<file path="src/rtl/lcd_result_writer.sv">
// HD44780 write-only driver: power-up init, then repaints "RESULT: v  hdu% " and
// the 16-bit input pattern on request, coalescing requests that arrive while busy.
module lcd_result_writer #(
  parameter int E_PULSE_CYC    = 25,
  parameter int CMD_WAIT_CYC   = 2500,
  parameter int CLR_WAIT_CYC   = 100000,
  parameter int PWRUP_WAIT_CYC = 2000000
) (
  input  logic        clk,
  input  logic        rst,
  input  logic        update,
  input  logic        is_o,
  input  logic [6:0]  prob_pct,
  input  logic [15:0] pattern,
  output logic        busy,
  output logic        done,
  output logic        lcd_e,
  output logic        lcd_rw,
  output logic        lcd_rs,
  output logic [7:0]  lcd_data
);

  typedef enum logic [2:0] {
    S_PWRUP, S_INIT, S_IDLE, S_L1A, S_L1C, S_L2A, S_L2C, S_FIN
  } state_t;

  typedef enum logic [1:0] { P_SETUP, P_EHI, P_WAIT } phase_t;

  state_t      r_state, w_nstate;
  phase_t      r_ph;
  logic [31:0] r_cnt;
  logic [4:0]  r_idx;
  logic        r_pend;
  logic        r_is_o;
  logic [6:0]  r_prob;
  logic [15:0] r_pat;

  logic        w_wr, w_start, w_wr_done, w_seg_end;
  logic [7:0]  w_byte;
  logic [31:0] w_wait_last;
  logic        w_hun;
  logic [6:0]  w_rem;
  logic [3:0]  w_tens, w_units;

  assign w_wr    = (r_state == S_INIT) || (r_state == S_L1A) || (r_state == S_L1C) ||
                   (r_state == S_L2A)  || (r_state == S_L2C);
  assign w_start = (r_state == S_IDLE) && (update || r_pend);

  // Snapshot is already clamped to 100, so hundreds is a single bit.
  assign w_hun = (r_prob == 7'd100);
  assign w_rem = w_hun ? 7'd0 : r_prob;

  always_comb begin
    w_tens = 4'd0;
    for (int k = 1; k < 10; k++)
      if (w_rem >= 7'(10 * k)) w_tens = 4'(k);
  end

  assign w_units = 4'(w_rem - 7'(w_tens) * 7'd10);

  always_comb begin
    w_byte = 8'h00;
    unique case (r_state)
      S_INIT: begin
        case (r_idx)
          5'd0, 5'd1, 5'd2: w_byte = 8'h38;
          5'd3:             w_byte = 8'h0C;
          5'd4:             w_byte = 8'h06;
          default:          w_byte = 8'h01;
        endcase
      end
      S_L1A: w_byte = 8'h80;
      S_L2A: w_byte = 8'hC0;
      S_L1C: begin
        case (r_idx[3:0])
          4'd0:    w_byte = 8'h52;
          4'd1:    w_byte = 8'h45;
          4'd2:    w_byte = 8'h53;
          4'd3:    w_byte = 8'h55;
          4'd4:    w_byte = 8'h4C;
          4'd5:    w_byte = 8'h54;
          4'd6:    w_byte = 8'h3A;
          4'd8:    w_byte = r_is_o ? 8'h4F : 8'h58;
          4'd11:   w_byte = {7'b0011000, w_hun};
          4'd12:   w_byte = {4'h3, w_tens};
          4'd13:   w_byte = {4'h3, w_units};
          4'd14:   w_byte = 8'h25;
          default: w_byte = 8'h20;
        endcase
      end
      S_L2C:   w_byte = r_pat[r_idx[3:0]] ? 8'h23 : 8'h2E;
      default: w_byte = 8'h00;
    endcase
  end

  // Only the clear-display command gets the long settle time.
  assign w_wait_last = ((r_state == S_INIT) && (w_byte == 8'h01)) ?
                       32'(CLR_WAIT_CYC - 1) : 32'(CMD_WAIT_CYC - 1);
  assign w_wr_done   = w_wr && (r_ph == P_WAIT) && (r_cnt == w_wait_last);

  always_comb begin
    w_seg_end = 1'b0;
    case (r_state)
      S_INIT:       w_seg_end = (r_idx == 5'd5);
      S_L1A, S_L2A: w_seg_end = 1'b1;
      S_L1C, S_L2C: w_seg_end = (r_idx == 5'd15);
      default:      w_seg_end = 1'b0;
    endcase
  end

  always_ff @(posedge clk) begin
    if (!rst) r_state <= S_PWRUP;
    else      r_state <= w_nstate;
  end

  always_comb begin
    w_nstate = r_state;
    unique case (r_state)
      S_PWRUP: if (r_cnt == 32'(PWRUP_WAIT_CYC - 1)) w_nstate = S_INIT;
      S_INIT:  if (w_wr_done && w_seg_end) w_nstate = S_IDLE;
      S_IDLE:  if (w_start) w_nstate = S_L1A;
      S_L1A:   if (w_wr_done) w_nstate = S_L1C;
      S_L1C:   if (w_wr_done && w_seg_end) w_nstate = S_L2A;
      S_L2A:   if (w_wr_done) w_nstate = S_L2C;
      S_L2C:   if (w_wr_done && w_seg_end) w_nstate = S_FIN;
      S_FIN:   w_nstate = S_IDLE;
      default: w_nstate = S_PWRUP;
    endcase
  end

  always_comb begin
    lcd_e    = w_wr && (r_ph == P_EHI);
    lcd_rs   = w_wr && ((r_state == S_L1C) || (r_state == S_L2C));
    lcd_data = w_wr ? w_byte : 8'h00;
    lcd_rw   = 1'b0;
    busy     = (r_state != S_IDLE);
    done     = (r_state == S_FIN);
  end

  always_ff @(posedge clk) begin
    if (!rst) begin
      r_ph   <= P_SETUP;
      r_cnt  <= '0;
      r_idx  <= '0;
      r_pend <= 1'b0;
      r_is_o <= 1'b0;
      r_prob <= '0;
      r_pat  <= '0;
    end else begin
      if (update && (r_state != S_IDLE)) r_pend <= 1'b1;
      else if (w_start)                  r_pend <= 1'b0;

      if (w_start) begin
        r_is_o <= is_o;
        r_prob <= (prob_pct > 7'd100) ? 7'd100 : prob_pct;
        r_pat  <= pattern;
      end

      if (r_state == S_PWRUP) begin
        r_ph  <= P_SETUP;
        r_cnt <= r_cnt + 32'd1;
      end else if (w_wr) begin
        unique case (r_ph)
          P_SETUP: begin
            r_ph  <= P_EHI;
            r_cnt <= '0;
          end
          P_EHI: begin
            if (r_cnt == 32'(E_PULSE_CYC - 1)) begin
              r_ph  <= P_WAIT;
              r_cnt <= '0;
            end else r_cnt <= r_cnt + 32'd1;
          end
          P_WAIT: begin
            if (w_wr_done) begin
              r_ph  <= P_SETUP;
              r_cnt <= '0;
            end else r_cnt <= r_cnt + 32'd1;
          end
          default: r_ph <= P_SETUP;
        endcase
      end else begin
        r_ph  <= P_SETUP;
        r_cnt <= '0;
      end

      // Character index restarts at every line/segment change.
      if (w_wr_done)  r_idx <= w_seg_end ? 5'd0 : r_idx + 5'd1;
      else if (!w_wr) r_idx <= 5'd0;
    end
  end

endmodule

</file>
<file path="config.mk">
export PLATFORM = sky130hd
export DESIGN_NAME = lcd_result_writer
export DESIGN_NICKNAME = d
export VERILOG_FILES = /design/src/rtl/lcd_result_writer.sv
export SDC_FILE = /design/constraint.sdc
export NUM_CORES = 1
export LEC_CHECK = 0
export CORE_ASPECT_RATIO = 1.25
export CORE_UTILIZATION = 30
export CTS_CLUSTER_SIZE = 30
export DETAILED_ROUTE_END_ITERATION = 16
export HOLD_SLACK_MARGIN = 0.03
export PLACE_DENSITY_LB_ADDON = 0.2
export SETUP_SLACK_MARGIN = 0.05
export SYNTH_ARGS = -nofsm -noshare
export SYNTH_HDL_FRONTEND = slang
export SYNTH_SLANG_ARGS = --single-unit
</file>
<file path="constraint.sdc">
create_clock -name clk -period 5.1 [get_ports clk]
set_input_delay 1.53 -clock clk [delete_from_list [all_inputs] [get_ports clk]]
set_output_delay 1.53 -clock clk [all_outputs]
set_load 0.005 [all_outputs]
</file>
==> flow_summary.json, run 1 <==
{
  "netSwitchingFraction_pct": 24.2,
  "synthesis.yosys.warnings": 0,
  "pwr_density_cell_nw_per_um2": 261,
  "post_dp_cell_area_um2": 4620,
  "fmax_ghz": 0.212,
  "comb_power_share_pct": 9.9,
  "postSynthCellCount": 520,
  "via_count_of_the_first_global_routing_pass": 3545,
  "grt_util_all_layers_pct": 15.0,
  "cp.buffers_inverters": 2,
  "grt_antenna_before_repair": 0,
  "post_synth_and_or_nand_nor_area_fraction_pct": 30.7,
  "total_leakage_power_nw": 1.74,
  "synth_compound_gate_area_share_pct": 16.0,
  "route.vias.total": 3688,
  "critical_path.max_fanout": 7,
  "setup_viol_count_final": 0,
  "status": "complete, no violations",
  "cell_depth_of_the_worst_flop_to_flop_path": 9,
  "global_route_wire_length_before_repair_um": 17100,
  "crit_path_top_delay_cell": "sky130_fd_sc_hd__clkdlybuf4s50_1",
  "critPathCaptureType": "output port",
  "post_synth_num_cell_types": 68,
  "detail-route-antenna-nets": 0,
  "synthXorXnorAreaFrac_pct": 7.59,
  "regToRegStartpoint": "r_idx[0]$_SDFFE_PN0P_",
  "clock_power_share_pct": 47.7,
  "fin_util_pct": 36.8,
  "initial_cell_density_of_the_core_pct": 31.0,
  "design_area_um2": 4930,
  "grt.overflow.total": 0,
  "crit_chain": "nor2b_1 -> or4_1 -> a31oi_2 -> a31oi_2 -> inv_1 -> ha_1 -> o22a_1 -> o311ai_0 -> clkdlybuf4s50_1",
  "multiplexer_fraction_of_the_synthesized_cell_area_pct": 3.40,
  "power.sequential.fraction_pct": 42.5,
  "clock_sinks": 67,
  "core_area_um2": 13400,
  "maxCapViolations": 0,
  "crit_path_end": "lcd_data[1]",
  "cts_root_buffer": "sky130_fd_sc_hd__clkbuf_16",
  "synth.cell_area_um2": 4160,
  "post_synth_edffs": 0,
  "synth_flop_cell": "sky130_fd_sc_hd__dfxtp_1",
  "post_route_cells_drive_above_1_share_pct": 13.5,
  "synth.avg_cell_area_um2": 7.99,
  "post-route-drc-count": 0,
  "clk_pin_slew_worst_paths_ns": 0.05,
  "setup.worst_path.class": "reg2out",
  "worst_setup_path_startpoint": "r_prob[5]$_SDFFE_PN0P_",
  "cts_buffers": 9,
  "wl_per_cell_um": 14.3,
  "hold_path_class": "reg2reg",
  "nNetsFinal": 582,
  "crit-reg2reg-capture": "r_cnt[13]$_SDFFE_PN0P_",
  "floorplan.io_pins": 40,
  "place.port_buffers": 38,
  "async_reset_ff_share_pct": 0,
  "synth-seq-area-share_pct": 32.3,
  "total_negative_slack_for_setup_checks_ns": 0,
  "synthesis.nets": 558,
  "r2r_setup_slack_ns": 1.18,
  "gp_routability_congestion": 0.825,
  "placement_rows": 47,
  "finalClockSkew_ns": 0.00792,
  "max-clock-path-buffers": 2,
  "floorplan.die_area_um2": 14300,
  "final_hold_viol_count": 0,
  "grt_setup_unrepaired": "no",
  "layout_worst_path_cycle_share_pct": 92.6,
  "critical_path_required_ns": 3.57,
  "cts-hold-fix-buffers": 0,
  "areaGrowthSynthToFinish_pct": 18.7,
  "arr_time_crit_path_ns": 3.19,
  "postSynthRegisterBits": 67,
  "die_width_um": 107,
  "average_vias_per_placed_instance": 5.13,
  "cts.htree.levels": 3,
  "report.final.slew_viol_count": 0,
  "drt_pre_antenna_iters": 5,
  "main_combinational_cell_family_by_area_after_synthesis": "simple AND/OR/NAND/NOR gates",
  "route.final.wire_length_um": 10300,
  "drt_first_iter_violations": 251,
  "post_synth_fa_ha_maj_area_fraction_pct": 3.73,
  "max_stage_delay_ns": 0.60,
  "clk_latency_ns": 0.33,
  "max_slew.worst_pin.slew_ns": 1.04,
  "grt_max_degree": 30,
  "post-cts-setup-buffers": 0,
  "diodes": 0,
  "cpLargestDelayFamily": "compound AO/OA/AOI/OAI gates",
  "worst_setup_path_start_kind": "flop",
  "p_int_mw": 0.974,
  "die_height_um": 134,
  "slew_headroom_pct": 30.4,
  "power_switching_mw": 0.311,
  "irDropWorstVdd_v": 0.000152,
  "detailed_place_hpwl_um": 7600,
  "fin_crit_ns": 4.72,
  "crit_path_frequent_cell": "sky130_fd_sc_hd__a31oi_2",
  "cp.depth": 9,
  "cts_tree": "yes"
}
[through the flow]
stage | instances | hold slack (ns) | worst slack, ns | total power [mW]
floorplan | 520 | 0.433 | 0.980 | 0.645
global placement | 704 | 0.442 | 0.503 | 0.683
detailed placement | 704 | 0.450 | 0.390 | 0.684
CTS | 719 | 0.458 | 0.0719 | 1.31
global route | 719 | 0.475 | 0.233 | 1.35
finish | 719 | 0.454 | 0.378 | 1.29
[area by class of cell]
class	instances	area [um^2]
Fill cell	1446	8470
Multi-Input combinational cell	400	2570
Sequential cell	67	1340
Timing Repair Buffer	43	423
Clock buffer	10	239
Tap cell	171	214
Inverter	23	86.3
Clock inverter	5	53.8
[power groups by stage]
stage,clock [mW],sequential [mW],combinational [mW]
2_1_floorplan,0,0.551,0.0937
3_3_place_gp,0,0.557,0.126
3_5_place_dp,0,0.557,0.127
4_1_cts,0.633,0.546,0.127
5_1_grt,0.659,0.547,0.140
6_report,0.613,0.546,0.127
[cell usage in the layout, fill, tap and decap left out, types with 3 or more instances in the layout]
cell type | Yosys | final
sky130_fd_sc_hd__nor2b_1 | 3 | 3
sky130_fd_sc_hd__o21ai_0 | 14 | 14
sky130_fd_sc_hd__buf_4 | 2 | 5
sky130_fd_sc_hd__nand2b_1 | 3 | 3
sky130_fd_sc_hd__a21o_1 | 4 | 4
sky130_fd_sc_hd__a211oi_1 | 5 | 5
sky130_fd_sc_hd__inv_1 | 23 | 23
sky130_fd_sc_hd__nor3_1 | 14 | 14
sky130_fd_sc_hd__mux2i_1 | 4 | 4
sky130_fd_sc_hd__clkdlybuf4s50_1 | 0 | 36
sky130_fd_sc_hd__o211ai_1 | 3 | 3
sky130_fd_sc_hd__dfxtp_1 | 67 | 65
sky130_fd_sc_hd__o22ai_1 | 4 | 4
sky130_fd_sc_hd__clkinv_2 | 0 | 3
sky130_fd_sc_hd__or4_1 | 4 | 4
sky130_fd_sc_hd__a22oi_1 | 4 | 3
sky130_fd_sc_hd__xor2_1 | 26 | 26
sky130_fd_sc_hd__and3_1 | 11 | 11
sky130_fd_sc_hd__xnor2_1 | 10 | 10
sky130_fd_sc_hd__nor2_1 | 28 | 28
sky130_fd_sc_hd__a31oi_1 | 6 | 4
sky130_fd_sc_hd__nor4_1 | 5 | 5
sky130_fd_sc_hd__nand4_1 | 16 | 16
sky130_fd_sc_hd__clkbuf_16 | 0 | 9
sky130_fd_sc_hd__and2_1 | 3 | 3
sky130_fd_sc_hd__ha_1 | 10 | 10
sky130_fd_sc_hd__nor2_2 | 31 | 31
sky130_fd_sc_hd__o31ai_1 | 3 | 3
sky130_fd_sc_hd__o21a_1 | 3 | 3
sky130_fd_sc_hd__a21oi_1 | 35 | 35
sky130_fd_sc_hd__mux4_2 | 4 | 4
sky130_fd_sc_hd__nand2_1 | 76 | 76
sky130_fd_sc_hd__nor3b_1 | 5 | 5
sky130_fd_sc_hd__nand3_1 | 26 | 26
[flip-flops by register name (all words and copies together), names as in the netlist]
name and flops:
r_cnt 32, r_idx 5, r_is_o 1, r_pat 16, r_pend 1, r_ph 2, r_prob 7, r_state 3
[worst min-delay path: stages (launching register included)]
cell and delay, ns:
sky130_fd_sc_hd__dfxtp_1 0.31, sky130_fd_sc_hd__nand2_1 0.05, sky130_fd_sc_hd__a21oi_1 0.05
[synthesized netlist by cell type, types with 5 or more instances]
cell type,n,share of area [%]
sky130_fd_sc_hd__nor4_1,5,0.75
sky130_fd_sc_hd__xnor2_1,10,2.1
sky130_fd_sc_hd__nor2_1,28,2.5
sky130_fd_sc_hd__xor2_1,26,5.5
sky130_fd_sc_hd__inv_1,23,2.1
sky130_fd_sc_hd__a31oi_1,6,0.90
sky130_fd_sc_hd__ha_1,10,3.0
sky130_fd_sc_hd__nor3_1,14,1.7
sky130_fd_sc_hd__o21ai_0,14,1.7
sky130_fd_sc_hd__nand2_1,76,6.9
sky130_fd_sc_hd__nand3_1,26,3.1
sky130_fd_sc_hd__clkbuf_1,21,1.9
sky130_fd_sc_hd__a211oi_1,5,0.90
sky130_fd_sc_hd__nand4_1,16,2.4
sky130_fd_sc_hd__dfxtp_1,67,32
sky130_fd_sc_hd__nor3b_1,5,0.90
sky130_fd_sc_hd__nor2_2,31,4.7
sky130_fd_sc_hd__a21oi_1,35,4.2
sky130_fd_sc_hd__and3_1,11,1.7
[routing by layer]
metal | vias to the layer above | track usage [%] | share of wire (%)
li1 | 1874 | - | -
met5 | - | 0 | 0
met4 | 0 | 7.00 | 2.0
met3 | 15 | 2.45 | 3.1
met2 | 81 | 25.1 | 49
met1 | 1718 | 18.8 | 46
[cell families after synthesis]
group	count (synthesis)
other	1
and+or+nand+nor	243
buffers and inverters	53
adders and majority gates	12
muxes	9
AOI/OAI and AO/OA	99
DFF	67
xor gates and xnor gates	36
[how the worst min path moves through the flow]
stage / start / cells past startpoint / end
after CTS: r_pat[10]$_SDFFE_PN0P_ / 2 / r_pat[10]$_SDFFE_PN0P_
after global routing: r_pat[1]$_SDFFE_PN0P_ / 2 / r_pat[1]$_SDFFE_PN0P_
after detailed placement: r_pat[10]$_SDFFE_PN0P_ / 2 / r_pat[10]$_SDFFE_PN0P_
final: r_pat[10]$_SDFFE_PN0P_ / 2 / r_pat[10]$_SDFFE_PN0P_
after global placement: r_pat[12]$_SDFFE_PN0P_ / 2 / r_pat[12]$_SDFFE_PN0P_
after floorplan: r_pat[10]$_SDFFE_PN0P_ / 2 / r_pat[10]$_SDFFE_PN0P_
[timing repair]
action / 4_1_cts / 5_1_grt
pin swaps: 0 / 1
gates cloned: 0 / 0
resized for setup: 1 / 6
setup endpoints to repair: 1 / 2
No activity file was read; power rests on OpenSTA's default activity.
==> run 2, diff against run 1 <==
--- a/config.mk
+++ b/config.mk
@@ -12,6 +12,7 @@
 export HOLD_SLACK_MARGIN = 0.03
 export PLACE_DENSITY_LB_ADDON = 0.2
 export SETUP_SLACK_MARGIN = 0.05
+export SLEW_MARGIN = 30
 export SYNTH_ARGS = -nofsm -noshare
 export SYNTH_HDL_FRONTEND = slang
 export SYNTH_SLANG_ARGS = --single-unit
==> flow_summary.json, run 2 (synthesis results as in run 1) <==
{
  "hold_path_class": "reg2reg",
  "max_flop_register": "r_cnt",
  "grtUsageMet2_pct": 25.5,
  "cts_root_buffer": "sky130_fd_sc_hd__clkbuf_16",
  "crit_path_top_delay_cell": "sky130_fd_sc_hd__or4_1",
  "maxCapViolations": 0,
  "drt_first_iter_violations": 219,
  "largest_reg_flops": 32,
  "average_vias_per_placed_instance": 5.10,
  "slew_headroom_pct": 42.0,
  "diodes": 0,
  "drt_pre_antenna_iters": 4,
  "pwr_density_cell_nw_per_um2": 268,
  "die_height_um": 134,
  "finalClockSkew_ns": 0.00532,
  "cts_tree": "yes",
  "max_slew.worst_pin.slew_ns": 0.863,
  "cpLargestDelayFamily": "compound AO/OA/AOI/OAI gates",
  "status": "complete, no violations",
  "largest_registers": "r_cnt: 32 flops, r_pat: 16 flops, r_prob: 7 flops",
  "layout_common_cells": "sky130_fd_sc_hd__nand2_1 (76), sky130_fd_sc_hd__dfxtp_1 (64), sky130_fd_sc_hd__clkdlybuf4s50_1 (38)",
  "nNetsFinal": 583,
  "layout_setup_ws_ns": 0.223,
  "route.vias.total": 3675,
  "floorplan.die_area_um2": 14300,
  "floorplan.io_pins": 40,
  "cp.buffers_inverters": 3,
  "worst_setup_slack_after_placement_ns": 0.397,
  "cts.htree.levels": 3,
  "max_stage_delay_ns": 0.48,
  "grt.met3_usage_pct": 2.40,
  "gp_routability_congestion": 0.825,
  "layout_worst_path_cycle_share_pct": 95.6,
  "arr_time_crit_path_ns": 3.35,
  "route.final.wire_length_um": 10200,
  "areaGrowthSynthToFinish_pct": 19.7,
  "fin_util_pct": 37.1,
  "die_width_um": 107,
  "critical_path_required_ns": 3.57,
  "via_count_of_the_first_global_routing_pass": 3569,
  "max-clock-path-buffers": 2,
  "irDropWorstVdd_v": 0.000137,
  "place.port_buffers": 38,
  "total_negative_slack_for_setup_checks_ns": 0,
  "grt_util_all_layers_pct": 15.1,
  "critical_path.max_fanout": 7,
  "final_common_cell": "sky130_fd_sc_hd__nand2_1",
  "global_route_wire_length_before_repair_um": 17100,
  "fin_crit_ns": 4.88,
  "clock_sinks": 67,
  "crit_chain": "nor2b_1 -> or4_1 -> a31oi_2 -> a31oi_2 -> inv_1 -> ha_1 -> inv_1 -> fa_1 -> a221o_1 -> a22oi_2 -> o211ai_1 -> clkdlybuf4s50_1",
  "grtUsageMet1_pct": 18.6,
  "wl_per_cell_um": 14.1,
  "cts_buffers": 9,
  "critPathCaptureType": "output port",
  "grt_max_degree": 30,
  "finalHoldWorstSlack_ns": 0.453,
  "total_leakage_power_nw": 1.72,
  "grt_setup_unrepaired": "yes",
  "setup_viol_count_final": 0,
  "core_area_um2": 13400,
  "clk_pin_slew_worst_paths_ns": 0.05,
  "detail-route-antenna-nets": 0,
  "initial_cell_density_of_the_core_pct": 31.0,
  "setup.worst_path.class": "reg2out",
  "post_route_cells_drive_above_1_share_pct": 13.8,
  "placement_rows": 47,
  "worst_setup_path_start_kind": "flop",
  "grt_antenna_before_repair": 0,
  "fmax_ghz": 0.205,
  "detailed_place_hpwl_um": 7590,
  "report.final.slew_viol_count": 0,
  "final_hold_viol_count": 0,
  "top_usage_layer": "met2",
  "post-route-drc-count": 0,
  "total_chip_power_mw": 1.33,
  "grt.overflow.total": 0,
  "clk_latency_ns": 0.33
}
## run 2: cell count changes in the layout (fill, tap and decap cells not counted), sizes merged
cell and change:
clkinv -2, clkdlybuf4s50 +2, bufinv +1, clkbuf +2, dlymetal6s2s -2, buf +1
## run 2: cell type report
cell class / instances / area (um^2)
sequential: 67 / 1350
clock inverter: 4 / 73.8
fill: 1417 / 8430
clock buffer: 12 / 246
timing repair buffer: 44 / 425
multi-input combinational: 400 / 2580
tap: 171 / 214
inverter: 23 / 86.3
## run 2: where the power goes
group | switching [mW] | total, mW | internal [mW]
Sequential | 0.0133 | 0.545 | 0.531
Clock | 0.219 | 0.660 | 0.441
Combinational | 0.0718 | 0.130 | 0.0577
## run 2: final timing paths
check / endpoint / start / slack, ns / cells after the start
worst max-delay path: lcd_data[2] / r_prob[5]$_SDFFE_PN0P_ / 0.22 / 12
worst min register to register: r_pat[10]$_SDFFE_PN0P_ / r_pat[10]$_SDFFE_PN0P_ / 0.45 / 2
worst min-delay path: r_pat[10]$_SDFFE_PN0P_ / r_pat[10]$_SDFFE_PN0P_ / 0.45 / 2
worst max register to register: r_cnt[29]$_SDFFE_PN0P_ / r_idx[0]$_SDFFE_PN0P_ / 1.54 / 9
## run 2: through the flow
stage	instance area [um^2]	std cells
after CTS	4940	721
final	4970	721
after global placement	4620	704
after detailed placement	4620	705
after floorplan	4160	520
after global routing	4970	721
## run 2: routing by layer
| metal | vias up | share of wire, % |
|---|---|---|
| li1 | 1883 | - |
| met1 | 1703 | 45 |
| met2 | 69 | 49 |
| met3 | 20 | 3.4 |
| met4 | 0 | 2.3 |
| met5 | - | 0 |
## run 2: what timing repair did
| item | CTS | global route |
|---|---|---|
| buffers inserted | 0 | 0 |
| pin swaps | 0 | 1 |
| setup endpoints to repair | 1 | 2 |
| gates resized for setup | 1 | 8 |
| hold buffers | 0 | 0 |
| gates cloned | 0 | 0 |
## run 2: worst min-delay path: cells and delay by family, from the launching register on
family          cells  cell delay, ns
compound gates      1            0.05
simple gates        1            0.05
flops               1            0.31
